===== src/rtl/mem_load_stage.sv =====
// MEM pipeline stage that waits on variable-latency data RAM responses and buffers load data while WB stalls.
// Optional sub-word load extraction is enabled by defining MEM_SUBWORD_LOAD_EN.
module mem_load_stage #(
   parameter int unsigned DATA_W    = 32,
   parameter int unsigned RF_ADDR_W = 5,
   parameter int unsigned PC_W      = 32
) (
   input  logic                              clk,
   input  logic                              resetn,
   input  logic [RF_ADDR_W+DATA_W+PC_W+6:0]  EXE_to_MEM_bus,
   input  logic                              EXE_to_MEM_valid,
   output logic                              MEM_allow_in,
   input  logic                              data_ram_rsp_valid,
   input  logic [DATA_W-1:0]                 data_ram_r_data,
   output logic [RF_ADDR_W+DATA_W+PC_W+2:0]  MEM_to_WB_bus,
   output logic                              MEM_to_WB_valid,
   input  logic                              WB_allow_in,
   output logic [DATA_W+RF_ADDR_W+2:0]       MEM_to_BY_bus
);

   localparam int unsigned IN_W    = RF_ADDR_W + DATA_W + PC_W + 7;
   localparam int unsigned OFF_W   = $clog2(DATA_W / 8);
   localparam int unsigned ALU_LSB = RF_ADDR_W;
   localparam int unsigned PC_LSB  = ALU_LSB + DATA_W;
   localparam int unsigned LD_BIT  = PC_LSB + PC_W;
   localparam int unsigned LT_LSB  = LD_BIT + 1;
   localparam int unsigned WE_BIT  = LT_LSB + 3;
   localparam int unsigned SEL_LSB = WE_BIT + 1;

   typedef enum logic [1:0] {
      ST_IDLE = 2'd0,
      ST_WAIT = 2'd1,
      ST_HOLD = 2'd2
   } load_state_t;

   load_state_t           state;
   logic                  mem_valid;
   logic [IN_W-1:0]       in_q;
   logic [DATA_W-1:0]     rdata_buf;

   logic [RF_ADDR_W-1:0]  rf_waddr;
   logic [DATA_W-1:0]     alu_res;
   logic [PC_W-1:0]       pc_plus_8;
   logic                  is_load;
   logic [2:0]            load_type;
   logic                  rf_we;
   logic [1:0]            sel_rf_w_data;

   logic                  mem_ready_go;
   logic                  accept;
   logic                  load_enter;
   logic                  load_pending;
   logic [DATA_W-1:0]     raw_data;
   logic [DATA_W-1:0]     load_data;
   logic [DATA_W-1:0]     rf_wdata;

   assign rf_waddr      = in_q[RF_ADDR_W-1:0];
   assign alu_res       = in_q[ALU_LSB +: DATA_W];
   assign pc_plus_8     = in_q[PC_LSB +: PC_W];
   assign is_load       = in_q[LD_BIT];
   assign load_type     = in_q[LT_LSB +: 3];
   assign rf_we         = in_q[WE_BIT];
   assign sel_rf_w_data = in_q[SEL_LSB +: 2];

   // Handshake: a load is ready when its response is on the bus now or already buffered
   assign mem_ready_go    = ~is_load | ((state == ST_WAIT) & data_ram_rsp_valid) | (state == ST_HOLD);
   assign MEM_allow_in    = ~mem_valid | (WB_allow_in & mem_ready_go);
   assign MEM_to_WB_valid = mem_valid & mem_ready_go;
   assign load_pending    = mem_valid & is_load & ~mem_ready_go;
   assign accept          = EXE_to_MEM_valid & MEM_allow_in;
   assign load_enter      = accept & EXE_to_MEM_bus[LD_BIT];

   // Stage register, load tracking FSM and response buffer
   always_ff @(posedge clk) begin
      if (!resetn) begin
         state     <= ST_IDLE;
         mem_valid <= 1'b0;
         in_q      <= '0;
         rdata_buf <= '0;
      end else begin
         if (MEM_allow_in) begin
            mem_valid <= EXE_to_MEM_valid;
         end
         if (accept) begin
            in_q <= EXE_to_MEM_bus;
         end
         if ((state == ST_WAIT) && data_ram_rsp_valid && !WB_allow_in) begin
            rdata_buf <= data_ram_r_data;
         end
         case (state)
            ST_IDLE: begin
               if (load_enter) state <= ST_WAIT;
            end
            ST_WAIT: begin
               if (data_ram_rsp_valid) begin
                  if (!WB_allow_in)     state <= ST_HOLD;
                  else if (load_enter)  state <= ST_WAIT;
                  else                  state <= ST_IDLE;
               end
            end
            ST_HOLD: begin
               if (WB_allow_in) state <= load_enter ? ST_WAIT : ST_IDLE;
            end
            default: state <= ST_IDLE;
         endcase
      end
   end

   assign raw_data = (state == ST_HOLD) ? rdata_buf : data_ram_r_data;

`ifdef MEM_SUBWORD_LOAD_EN
   localparam logic [2:0] LT_LB  = 3'b001;
   localparam logic [2:0] LT_LBU = 3'b010;
   localparam logic [2:0] LT_LH  = 3'b011;
   localparam logic [2:0] LT_LHU = 3'b100;
   localparam logic [2:0] LT_LWU = 3'b101;

   logic [OFF_W-1:0] off_b;
   logic [OFF_W-1:0] off_h;
   logic [OFF_W-1:0] off_w;
   logic [7:0]       byte_v;
   logic [15:0]      half_v;
   logic [31:0]      word_v;

   // Little-endian lane select; half/word lanes ignore the low offset bits
   always_comb begin
      off_b     = alu_res[OFF_W-1:0];
      off_h     = off_b & ~OFF_W'(1);
      off_w     = off_b & ~OFF_W'(3);
      byte_v    = 8'(raw_data >> {off_b, 3'b000});
      half_v    = 16'(raw_data >> {off_h, 3'b000});
      word_v    = 32'(raw_data >> {off_w, 3'b000});
      load_data = raw_data;
      case (load_type)
         LT_LB:   load_data = {{(DATA_W-8){byte_v[7]}}, byte_v};
         LT_LBU:  load_data = DATA_W'(byte_v);
         LT_LH:   load_data = {{(DATA_W-16){half_v[15]}}, half_v};
         LT_LHU:  load_data = DATA_W'(half_v);
         LT_LWU:  load_data = DATA_W'(word_v);
         default: load_data = raw_data;
      endcase
   end
`else
   logic unused_load_type;
   assign unused_load_type = ^load_type;
   assign load_data        = raw_data;
`endif

   // Write-back value select
   always_comb begin
      rf_wdata = alu_res;
      case (sel_rf_w_data)
         2'b10:   rf_wdata = load_data;
         2'b01:   rf_wdata = DATA_W'(pc_plus_8);
         2'b11:   rf_wdata = '0;
         default: rf_wdata = alu_res;
      endcase
   end

   assign MEM_to_WB_bus = {sel_rf_w_data, rf_we, pc_plus_8, rf_wdata, rf_waddr};
   assign MEM_to_BY_bus = {load_pending, rf_we, mem_valid, rf_waddr, rf_wdata};

endmodule


===== config.mk =====
export PLATFORM = sky130hd
export DESIGN_NAME = mem_load_stage
export DESIGN_NICKNAME = d
export VERILOG_FILES = /design/src/rtl/mem_load_stage.sv
export SDC_FILE = /design/constraint.sdc
export NUM_CORES = 1
export LEC_CHECK = 0
export ABC_AREA = 0
export BUFFER_PORTS_ARGS = -buffer_cell sky130_fd_sc_hd__buf_2
export CAP_MARGIN = 20
export CORE_MARGIN = 2
export CORE_UTILIZATION = 53
export DETAILED_ROUTE_END_ITERATION = 8
export PLACE_DENSITY = 0.91
export REMOVE_ABC_BUFFERS = 1
export SLEW_MARGIN = 10
export SYNTH_ARGS = -nofsm -noshare
export SYNTH_HDL_FRONTEND = slang
export SYNTH_SLANG_ARGS = --single-unit

===== constraint.sdc =====
create_clock -name clk -period 5.05 [get_ports clk]
set_clock_uncertainty 0.2 [all_clocks]
set_input_delay 0.505 -clock clk [delete_from_list [all_inputs] [get_ports clk]]
set_output_delay 0.505 -clock clk [all_outputs]
set_load 0.01 [all_outputs]

==> flow_metrics.tcl <==
set metrics [dict create \
    run_status "finished clean" \
    cp_cell_sequence "nand2b_2 -> buf_16 -> mux2i_1 -> o22ai_1 -> buf_2" \
    drv_slew 0 \
    htreeDepth 3 \
    ctsResizeCount 0 \
    antenna_found_initial 0 \
    row_count 38 \
    rsz0062_at_grt "no" \
    grt_first_pass_wirelength_um 19300 \
    min_period_ns 2.86 \
    postCtsSetupBuffers 0 \
    final_cell_mix "buf_2, nand2_1, mux2i_1" \
    antenna_cells 0 \
    synthesis.area_um2 5770 \
    final-seq-area_um2 2160 \
    synth_top_area_share_pct 37.5 \
    worst_pin_slew_ns 1.00 \
    grt_util_met2_pct 37.4 \
    multi_input_area_um2 2780 \
    fp.coreArea_um2 10700 \
    cts_tree "done" \
    syn_to_final_growth_pct 13.6 \
    crit_path_end_kind "output pin" \
    crit_path_start_kind "flop" \
    fillers 928 \
    cpPeakStageDelay_ns 0.49 \
    synth_warnings 0 \
    gp_congestion 0.750 \
    met3_usage_pct 4.40 \
    slowest_stage "dfxtp_1" \
    wl_per_cell_um 13.5 \
    drv_cap 0 \
    ys_ff_latch 108 \
    cp.required_ns 4.35 \
    clock_sinks 108 \
    finalWirelength_um 12500 \
    cellPowerDensity_nw_per_um2 285 \
    vias 4766 \
    peakVddDrop_uv 142 \
    path_max_fanout 18 \
    cts.path.max_buffers 2 \
    grt_usage_pct 20.1 \
    placed_area_um2 6300 \
    synthCells 672 \
    clk_pin_slew_ns 0.11 \
    synth_area_leaders "dfxtp_1, mux2i_1, nand2_1, buf_4, a21boi_0" \
    initial_core_util_pct 53.7 \
    grt_use_met1_pct 22.8 \
    yosys.cell_types.count 27 \
    die_w_um 108 \
    holdCritPathClass "input pin to flop" \
    grt-busiest-layer "met2" \
    hold_violations 0 \
    die-area_um2 11700 \
    cts_made_buffers 9 \
    drc 0 \
    first_pass_iters 4 \
    gr-total-overflow 0 \
    die_h_um 108 \
    cts_hold_buf 0 \
    min_period_over_period_pct 56.7 \
    clock.fmax_mhz 349 \
    leakage_nw 3.27 \
    clk_latency_ns 0.34 \
    grt_start_max_net_pins 109 \
    crit_arrival_ns 2.16 \
    finalInstanceArea_um2 6560 \
    vias_per_cell 5.14 \
    first_iter_violations 214 \
    portBuffers 223 \
    place_hpwl_um 8630 \
    yosysTopAreaCell "dfxtp_1" \
    final_nets 897 \
    setup_viol 0 \
    synth_seq_area_share_pct 37.5 \
    ant_nets 0 \
    boundaryPins 227 \
    final_common_cell "buf_2" \
    tns_ns 0 \
    criticalPathCategory "flop to output pin" \
    syn_avg_cell_area_um2 8.59 \
    slew_headroom_pct 33.1 \
    first_global_vias 4361 \
    root_buffer "clkbuf_8" \
    drive_above_1_share_pct 31.8 \
]
-- worst max-delay path, delay by kind of cell, from the launching register on --
family	cells	cell delay [ns]
buffers and inverters	2	0.51
muxes	1	0.13
AOI/OAI and AO/OA	1	0.25
and+or+nand+nor	1	0.41
DFF	1	0.49
-- final cells by class --
type	count	share of cell area (%)
multi-input cells	431	42.4
flip-flops and latches	108	33.0
repair buffers	232	18.7
well taps	140	2.67
clock buffers	10	1.95
clock inverters	4	1.16
inverters	2	0.115
-- worst paths after layout --
| check | startpoint | endpoint | slack, ns | cells past startpoint |
|---|---|---|---|---|
| setup / recovery | state[1] | MEM_to_BY_bus[3] | 2.19 | 5 |
| hold / removal | EXE_to_MEM_bus[67] | in_q[67] | 0.18 | 3 |
| setup reg to reg | state[1] | in_q[59] | 2.38 | 4 |
| hold reg to reg | in_q[9] | in_q[9] | 0.26 | 2 |
-- power breakdown --
group / switching, W / total (W) / internal, W
sequential: 0.0000282 / 0.000926 / 0.000898
combinational: 0.000210 / 0.000386 / 0.000175
clock: 0.000283 / 0.000558 / 0.000276
total: 0.000521 / 0.00187 / 0.00135
-- layer usage --
metal | vias up | wire, um
li1 | 2378 | -
met1 | 2198 | 5140
met2 | 170 | 6280
met3 | 20 | 869
met4 | 0 | 222
met5 | - | 0
-- cells in the mapped netlist --
library cell	instances
mux2i_1	137
a21bo_2	1
buf_6	7
and2_1	1
buf_2	6
nand3b_1	1
clkbuf_1	35
maj3_1	1
a41o_1	1
nor2_1	1
buf_1	3
o311a_1	1
nor4b_1	1
dfxtp_1	108
or4bb_1	1
buf_4	80
inv_1	2
a21boi_0	32
and3b_1	1
nand2b_1	4
nor3_1	1
o21a_1	1
nor3b_1	1
o22ai_1	32
nor4bb_1	1
nand2_1	211
nor2b_1	1
-- kinds of logic (layout without fill, tap and decap cells) --
family	count (synthesis)	in the layout	share of synthesized area [%]
muxes	137	137	23.8
DFF	108	108	37.5
and+or+nand+nor	225	225	15.5
AOI/OAI and AO/OA	68	68	8.28
buffers and inverters	133	248	14.9
adders and majority gates	1	1	0.173
-- per-stage QoR --
stage	cells	util, %	total power [W]	hold slack, ns	worst slack, ns
global route	927	61.0	0.00196	0.157	2.04
detailed placement	911	58.6	0.00133	0.247	2.34
global placement	911	58.6	0.00132	0.242	2.37
CTS	925	60.5	0.00189	0.154	1.99
floorplan	541	-	0.00116	0.234	1.16
finish	927	61.0	0.00187	0.181	2.19
-- sequential cells by signal (all words and copies together) (netlist names) --
| name | cells |
|---|---|
| rdata_buf | 32 |
| state | 2 |
| mem_valid | 1 |
| in_q | 73 |
Power figures use the tool's default switching activity.
